--- src/rtl/usb_ctrl_pkg.sv ---
// Shared types for the USB control-register file: parser states, error codes,
// and a lookup into the packed per-register length table.
package usb_ctrl_pkg;

   typedef enum logic [2:0] {
      ST_CTRL,
      ST_ADDR,
      ST_DATA,
      ST_READ,
      ST_DROP
   } state_t;

   localparam logic [1:0] ERR_NONE     = 2'd0;
   localparam logic [1:0] ERR_BAD_ADDR = 2'd1;
   localparam logic [1:0] ERR_SHORT    = 2'd2;
   localparam logic [1:0] ERR_LONG     = 2'd3;

   // Length tables are zero-extended to this width so one function serves any NUM_REGS.
   localparam int LEN_TBL_W = 256;

   function automatic logic [3:0] reg_len(input logic [LEN_TBL_W-1:0] tbl, input int idx);
      return tbl[idx*4 +: 4];
   endfunction

endpackage

--- src/rtl/usb_byte_serializer.sv ---
// Emits the low `len` bytes of a loaded word MSB-first over a ready/valid byte port.
module usb_byte_serializer #(
   parameter int MAX_BYTES = 4
) (
   input  logic                   clk,
   input  logic                   rst,
   input  logic                   load,
   input  logic [MAX_BYTES*8-1:0] load_word,
   input  logic [3:0]             load_len,
   output logic [7:0]             rd_data,
   output logic                   rd_valid,
   input  logic                   rd_ready,
   output logic                   done
);

   localparam int RW = MAX_BYTES*8;

   logic [RW-1:0] word;
   logic [3:0]    rem;

   // The word is left-aligned on load so the next byte out is always the top byte.
   assign rd_data = word[RW-1 -: 8];
   assign done    = rd_valid & rd_ready & (rem == 4'd1);

   always_ff @(posedge clk) begin
      if (rst) begin
         word     <= '0;
         rem      <= '0;
         rd_valid <= 1'b0;
      end else if (load) begin
         word     <= load_word << (8 * (MAX_BYTES - int'(load_len)));
         rem      <= load_len;
         rd_valid <= (load_len != 4'd0);
      end else if (rd_valid && rd_ready) begin
         word <= word << 8;
         rem  <= rem - 4'd1;
         if (rem == 4'd1) rd_valid <= 1'b0;
      end
   end

endmodule

--- src/rtl/usb_ctrl_regfile.sv ---
// Packet-driven control register file: CTRL/ADDR/DATA byte packets write registers
// atomically on exact-length packets; read packets stream a register snapshot back.
module usb_ctrl_regfile
   import usb_ctrl_pkg::*;
#(
   parameter int                    NUM_REGS    = 4,
   parameter int                    MAX_BYTES   = 4,
   parameter logic [7:0]            BASE_ADDR   = 8'h08,
   parameter int                    ADDR_STRIDE = 2,
   // Listed reg3..reg0: reg1 is the 3-byte register.
   parameter logic [NUM_REGS*4-1:0] REG_LEN     = {4'd2, 4'd2, 4'd3, 4'd2}
) (
   input  logic                            clk,
   input  logic                            rst,
   input  logic                            frame,
   input  logic [7:0]                      d,
   input  logic                            d_valid,
   output logic                            d_ready,
   output logic [NUM_REGS*MAX_BYTES*8-1:0] q,
   output logic [NUM_REGS-1:0]             wr_stb,
   output logic [7:0]                      rd_data,
   output logic                            rd_valid,
   input  logic                            rd_ready,
   output logic                            err,
   output logic [1:0]                      err_code
);

   localparam int RW = MAX_BYTES*8;
   localparam int IW = (NUM_REGS > 1) ? $clog2(NUM_REGS) : 1;
   localparam logic [LEN_TBL_W-1:0] LEN_TBL = LEN_TBL_W'(REG_LEN);

   state_t                     state, state_nx;
   logic                       rd_mode;
   logic [IW-1:0]              idx, hit_idx;
   logic [3:0]                 cnt, cur_len, hit_len;
   logic [RW-1:0]              shadow;
   logic [NUM_REGS-1:0][RW-1:0] regs;
   logic                       acc, hit, commit, ser_load, ser_done, err_nx;
   logic [1:0]                 code_nx;

   assign d_ready = (state != ST_READ);
   assign acc     = frame & d_valid & d_ready;
   assign q       = regs;
   assign cur_len = reg_len(LEN_TBL, int'(idx));
   assign hit_len = reg_len(LEN_TBL, int'(hit_idx));

   always_comb begin
      hit     = 1'b0;
      hit_idx = '0;
      for (int i = 0; i < NUM_REGS; i++) begin
         if (d == 8'(int'(BASE_ADDR) + i*ADDR_STRIDE)) begin
            hit     = 1'b1;
            hit_idx = IW'(i);
         end
      end
   end

   always_comb begin
      state_nx = state;
      ser_load = 1'b0;
      commit   = 1'b0;
      err_nx   = 1'b0;
      code_nx  = ERR_NONE;
      case (state)
         ST_CTRL: if (acc) state_nx = ST_ADDR;
         ST_ADDR: begin
            if (!frame) begin
               err_nx = 1'b1; code_nx = ERR_SHORT; state_nx = ST_CTRL;
            end else if (d_valid) begin
               if (!hit) begin
                  err_nx = 1'b1; code_nx = ERR_BAD_ADDR; state_nx = ST_DROP;
               end else if (rd_mode) begin
                  ser_load = 1'b1; state_nx = ST_READ;
               end else begin
                  state_nx = ST_DATA;
               end
            end
         end
         ST_DATA: begin
            if (!frame) begin
               if (cnt == cur_len) commit = 1'b1;
               else begin err_nx = 1'b1; code_nx = ERR_SHORT; end
               state_nx = ST_CTRL;
            end else if (d_valid && cnt == cur_len) begin
               err_nx = 1'b1; code_nx = ERR_LONG; state_nx = ST_DROP;
            end
         end
         ST_READ: if (ser_done) state_nx = ST_DROP;
         ST_DROP: if (!frame) state_nx = ST_CTRL;
         default: state_nx = ST_CTRL;
      endcase
   end

   always_ff @(posedge clk) begin
      if (rst) begin
         state    <= ST_CTRL;
         rd_mode  <= 1'b0;
         idx      <= '0;
         cnt      <= '0;
         shadow   <= '0;
         regs     <= '0;
         wr_stb   <= '0;
         err      <= 1'b0;
         err_code <= ERR_NONE;
      end else begin
         state  <= state_nx;
         wr_stb <= '0;
         err    <= err_nx;
         if (err_nx) err_code <= code_nx;
         if (state == ST_CTRL && acc) rd_mode <= d[0];
         if (state == ST_ADDR && acc && hit) begin
            idx    <= hit_idx;
            cnt    <= '0;
            shadow <= '0;
         end
         // Shifting in from the bottom leaves the first byte at bits [8L-1:8L-8].
         if (state == ST_DATA && acc && cnt != cur_len) begin
            shadow <= (shadow << 8) | RW'(d);
            cnt    <= cnt + 4'd1;
         end
         if (commit) begin
            regs[idx] <= shadow;
            wr_stb    <= NUM_REGS'(1) << idx;
         end
      end
   end

   usb_byte_serializer #(.MAX_BYTES(MAX_BYTES)) u_ser (
      .clk       (clk),
      .rst       (rst),
      .load      (ser_load),
      .load_word (regs[hit_idx]),
      .load_len  (hit_len),
      .rd_data   (rd_data),
      .rd_valid  (rd_valid),
      .rd_ready  (rd_ready),
      .done      (ser_done)
   );

endmodule

--- config.mk ---
export PLATFORM = sky130hd
export DESIGN_NAME = usb_ctrl_regfile
export DESIGN_NICKNAME = d
export VERILOG_FILES = /design/src/rtl/usb_ctrl_pkg.sv /design/src/rtl/usb_byte_serializer.sv /design/src/rtl/usb_ctrl_regfile.sv
export SDC_FILE = /design/constraint.sdc
export NUM_CORES = 1
export LEC_CHECK = 0
export CORE_UTILIZATION = 45
export CTS_CLUSTER_SIZE = 16
export DETAILED_ROUTE_END_ITERATION = 10
export PLACE_DENSITY = 0.76
export SYNTH_ARGS = -nofsm -noshare
export SYNTH_HDL_FRONTEND = slang
export SYNTH_SLANG_ARGS = --single-unit
--- constraint.sdc ---
create_clock -name clk -period 3.5 [get_ports clk]
set_input_delay 0.525 -clock clk [delete_from_list [all_inputs] [get_ports clk]]
set_output_delay 0.525 -clock clk [all_outputs]
set_load 0.02 [all_outputs]
### Yosys cells after proc, flatten, opt, wreduce, memory -nomap -nowiden

Index checks and enable logic that the tools add are counted.

| operators by class | value |
|---|---|
| add/subtract/negate cells | 3 |
| mux-type cells | 55 |
| reduce and logical (&&, ||, !) cells | 16 |
| shift-type cells | 4 |
| eq/ne operators | 17 |
| order comparisons | 3 |
| bitwise logic cells | 6 |

Operator list:

| cell | count |
|---|---|
| indexed part select 256 x 5 -> 4 bit (first input constant) | 2 |
| 2-to-1 mux 32 bit | 6 |
| bitwise mux 128 bit | 1 |
| binary-select mux 32 bit (select 2 bit) | 1 |
| demux 32 bit (select 2 bit) | 1 |
| equality test 8 x 4 -> 1 bit (second input constant) | 4 |
| bitwise OR 32 x 8 -> 32 bit | 1 |
| << shifter 32 x 32 -> 32 bit | 1 |
| 2-to-1 mux 1 bit | 25 |
| 2-to-1 mux 3 bit | 8 |
| 2-to-1 mux 4 bit | 4 |
| one-hot mux 3 bit (5 select lines) | 1 |
| 2-to-1 mux 2 bit | 6 |
| logical AND 1 bit | 8 |
| equality test 3 x 2 -> 1 bit (second input constant) | 2 |
| less-than comparator 2 x 3 -> 1 bit (second input constant) | 2 |
| != test 2 bit (second input constant) | 3 |
| != test 3 bit (second input constant) | 2 |
| nonzero test 2 bit | 3 |
| AND reduction 5 bit | 1 |
| subtractor 3 x 4 -> 5 bit (first input constant) | 1 |
| adder 4 x 1 -> 4 bit (second input constant) | 1 |
| AND 1 bit | 4 |
| equality test 4 x 1 -> 1 bit (second input constant) | 1 |
| 15 further kinds | 15 |

| storage, ports and cells | value |
|---|---|
| register bits | 214 |
| word-level logic and storage cells | 119 |
| output and inout port bits | 145 |

### Longest topological paths before layout

| logic depth | value |
|---|---|
| word-level depth | 11 |
| depth in mapped cells | 8 |
| depth with buffers taken out | 6 |

### Cells and area by module

From an unflattened synthesis, not the netlist that was laid out.

| second synthesis, totals | value |
|---|---|
| cell total of the unflattened synthesis | 1048 |
| area total of the unflattened synthesis | 10168.5 um^2 |

Modules (own cells, without submodules):

| module | area an instance (um^2) | instances | sequential area each (um^2) | cells an instance |
|---|---|---|---|---|
| usb_ctrl_regfile | 7923.8 | 1 | 3543.4 | 802 |
| usb_byte_serializer | 2244.7 | 1 | 740.7 | 246 |

### Least setup slack after synthesis

No wires, ideal clock.

| path | value |
|---|---|
| path kind | input-to-reg |
| start | in d[0] |
| end | reg u_ser.word[31] |
| arrival time | 1.740 ns |
| slack | 1.623 ns |
| stages on the path | 6 |
| buffers on the path | 1 |
| cell sequence | nor4b_4 > nand2_2 > or3_4 > buf_6 > a221oi_1 > a211oi_1 |

| between the ends | value |
|---|---|
| cells in the longest elaborated chain, start to end | 10 |
| elaborated cells on any way between the ends | 22 |
| those cells by class | add/sub: 1; eq/ne: 4; shift: 2; mux: 14; reduce/logical: 1 |

RTL lines:

| item | line | source |
|---|---|---|
| from (decl) | usb_ctrl_regfile.sv:16 | `input logic [7:0] d,` |
| parallel branches: the longest is 10 deep, another holds subtractor 3 x 4 -> 5 bit | -- |  |
| to (signal assigned) | usb_byte_serializer.sv:31 | `word <= load_word << (8 * (MAX_BYTES - int'(load_len)));` |
| to (signal assigned) | usb_byte_serializer.sv:35 | `word <= word << 8;` |
| to (decl) | usb_byte_serializer.sv:18 | `logic [RW-1:0] word;` |

Several ways; the timed one is not identified. The select of a mux whose other input is x is not followed.
A chain may end at the register's enable or synchronous reset.

### Worst setup path in the final report

| path | value |
|---|---|
| start | reg state[2] |
| end | out d_ready |

| between the ends | value |
|---|---|
| cells in the longest elaborated chain, start to end | 1 |

RTL lines:

| item | line | source |
|---|---|---|
| from (decl) | usb_ctrl_regfile.sv:32 | `state_t state, state_nx;` |
| from (signal assigned) | usb_ctrl_regfile.sv:106 | `state <= state_nx;` |
| != test 3 x 2 -> 1 bit | usb_ctrl_regfile.sv:41 | `assign d_ready = (state != ST_READ);` |
| to (decl) | usb_ctrl_regfile.sv:18 | `output logic d_ready,` |

Every way passes these cells.

==> results.md <==
- Status: finished clean
- Max Clk Rate: about 400 MHz
- Fillers: roughly 1600
- Post-synth top cells: 214 x dfxtp_1, 165 x nand2_1, 82 x o21ai_0, 81 x a21oi_1, 65 x nand3b_1
- Clock sink count: around 210
- Critical path cell sequence: and2b_1 > nand2_1 > clkdlybuf4s50_1
- Largest net degree at the start of global routing: 65
- Clk_lat worst skew: roughly 0.50 ns
- CORE AREA: 18640 um2
- Area Growth Syn to Fin: 27.87%
- Pre-antenna DRT Iters: 5
- N_diodes: 0
- EDFF count, synth: 0
- CTS Buffer Depth: 3
- Reg2reg end: q[55]
- Max_slew headroom: 0.4895
- Post-layout minimum cycle time: around 2.5 ns
- Vias in the first global route: 7020
- CP Class: register to output port
- CTS tree: done
- Setup ws final: 1.014 ns
- Worst Hold Depth: 2
- Worst EP arrival: 1.96 ns
- Gr ovfl total: 0
- GRT Overall Usage: 0.2510
- Overall power: 0.004895 W
- Unique masters post-synth: 58
- Most used DFF post-synth: dfxtp_1
- Die area: 19560 um2
- Critical path buffers and inverters: 1
- Antenna violations before repair: 0
- Yosys warns: 0
- Hold Path Class: register to register
- Post-route clock period utilization: 0.7102
- Routability Congestion: approximately 0.93
- Die Ht: approximately 140 um
- Fin nets: 1094
- Initial core utilization: 0.4587
- Number of DRC violations after detailed-routing iteration 0: 660
- CP max FO: 9
- RSZ-0062 raised after global routing: false
- Reg2reg setup slack: 1.25 ns
- Most numerous cell in the Yosys netlist: dfxtp_1
- Dpl cell area: 10220 um2
- Hold Path Sink: q[80]
- Max-Cap Viols: 0
- Pre-CTS setup slack: 0.7629 ns
- Post-CTS resize count: 0
- Hold path start: q[80]
- Final TNS setup: 0 ns
- Cell area after layout: 10930 um2
- Layout cell share with drive strength beyond 1: 0.07319
- Syn Inst Count: 956
- CP Launch Type: register
- Hold-fix buffers, CTS: 0
- CP max stage cell: clkdlybuf4s50_1
- P_leak: 3.802 nW
- PwrDens: 447.7 nW/um2
- Final setup vio count: 0
- Layout Skew: 0.004816 ns
- Final core utilization: 0.5865
- CTS Buf Count: 22
- Crit Reg-Reg Startpoint: state[1]
- H-tree Lvls: 1
- Post-CTS setup buffers: 0
- Vias: 7536
- Row Count: 50
- DRC Markers: 0
- Syn_area_per_cell: 8.944 um2
- Leading area contributor after synthesis: dfxtp_1
- Asr flop ratio synth: 0
- Area contributors post-synth: dfxtp_1 50%, nand2_1 7.2%, nand3b_1 5.7%
- Worst reg2reg path depth: 6
- Global-route wire length before repair: 38.89 mm
- Average wire per standard cell: 18.83 um
- Mapped Area: between 8000 and 9000 um2
- Crit. End Element: output port
- Synth Net Count: 972
- #FFs+latches synth: 214
- Post-DP HPWL: 16.88 mm
- Peak supply drop: a little over 0.0003 V
- Slew Viols, Final: 0
- Worst Path Required: 2.97 ns
- Final antenna-violating net count: 0
- Top-area cell type share of the netlist area: 0.5010
- Least-Margin Pin Slew: ~0.76 ns
- Max incr delay on CP: 0.61 ns
- Final hold vios: 0
- Clock root cell: clkbuf_16
- Die W: ~140 um
- IO Pins: approximately 160
- Register area share after synthesis: 0.5010
- Top delay family on crit path: buffers and inverters
- Clk pin slew, worst setup/hold paths: 0.06 ns
- Routed WL: 24.99 mm
- Vias/cell: roughly 5.7
- Port buffer count: 157
-- power by group --
part / internal, W / switching [W] / leakage, nW
clock: 0.00139 / 0.000933 / 0.354
sequential: 0.00244 / 0.00000357 / 1.72
combinational: 0.0000524 / 0.0000746 / 1.73
-- area by class of cell --
| class | count | area [um2] | share of cell area |
|---|---|---|---|
| Tap cell | 234 | 292.8 | 0.02678 |
| Sequential cell | 214 | 4284 | 0.3918 |
| Multi-Input combinational cell | 647 | 3819 | 0.3492 |
| Timing Repair Buffer | 179 | 1772 | 0.1620 |
| Clock inverter | 7 | 85.08 | 0.007781 |
| Inverter | 14 | 52.55 | 0.004806 |
| Clock buffer | 32 | 629.4 | 0.05756 |
-- cells by family after synthesis --
family,count (synthesis),share of synthesized area
adders and majority gates,3,0.004390
and+or+nand+nor,352,0.2195
xor gates and xnor gates,6,0.007025
buffers and inverters,95,0.05238
muxes,40,0.04800
AOI/OAI and AO/OA,246,0.1677
DFF,214,0.5010
-- sequential cells by signal (all words and copies together), names as in the netlist --
| name | flops |
|---|---|
| cnt | 4 |
| u_ser.rem | 4 |
| u_ser.rd_valid | 1 |
| err_code | 2 |
| rd_mode | 1 |
| shadow | 32 |
| u_ser.word | 32 |
| idx | 2 |
| state | 3 |
| wr_stb | 4 |
| q | 128 |
| err | 1 |
-- worst min-delay path: stages, from the launching register on --
cell and delay, ns:
dfxtp_1 0.30, nand2_1 0.05, a21oi_1 0.05
-- placed cells by master (no fill, tap or decap), types with 8 or more instances in the layout --
cell             synthesis  routed
dfxtp_1                214     214
nand2_1                165     165
clkdlybuf4s50_1          0     156
o21ai_0                 82      82
a21oi_1                 81      81
nand3b_1                65      65
nand2b_1                33      33
mux2i_1                 32      32
a211oi_1                31      31
o22ai_1                 26      26
clkbuf_16                0      23
nor2_1                  22      22
buf_4                   14      20
inv_1                   14      14
and2_1                  14      14
nand3_1                 12      12
o32ai_1                  9       9
mux2_2                   8       8
-- worst max-delay path by stage --
stage          startpoint              to  slack, ns  depth (start not counted)
2_1_floorplan        d[0]  u_ser.word[31]       1.62                          6
3_3_place_gp        frame       shadow[9]       0.85                          7
3_5_place_dp        frame      shadow[23]       0.76                          7
4_1_cts          state[2]         d_ready       1.01                          3
5_1_grt          state[2]         d_ready       0.92                          3
6_report         state[2]         d_ready       1.01                          3
-- per-layer routing --
metal,GRT usage,vias to the layer above,part of all wire
li1,-,3577,-
met1,0.3283,3546,0.42
met2,0.3905,350,0.44
met3,0.06779,63,0.10
met4,0.1041,0,0.036
met5,0,-,0
-- metrics by stage --
stage / hold WS [ns] / std cells
CTS: 0.4542 / 1327
floorplan: 0.4257 / 956
global route: 0.4728 / 1327
detailed placement: 0.4396 / 1288
finish: 0.4530 / 1327
global placement: 0.4398 / 1288
Note: power is estimated with default switching activity, not from simulation.
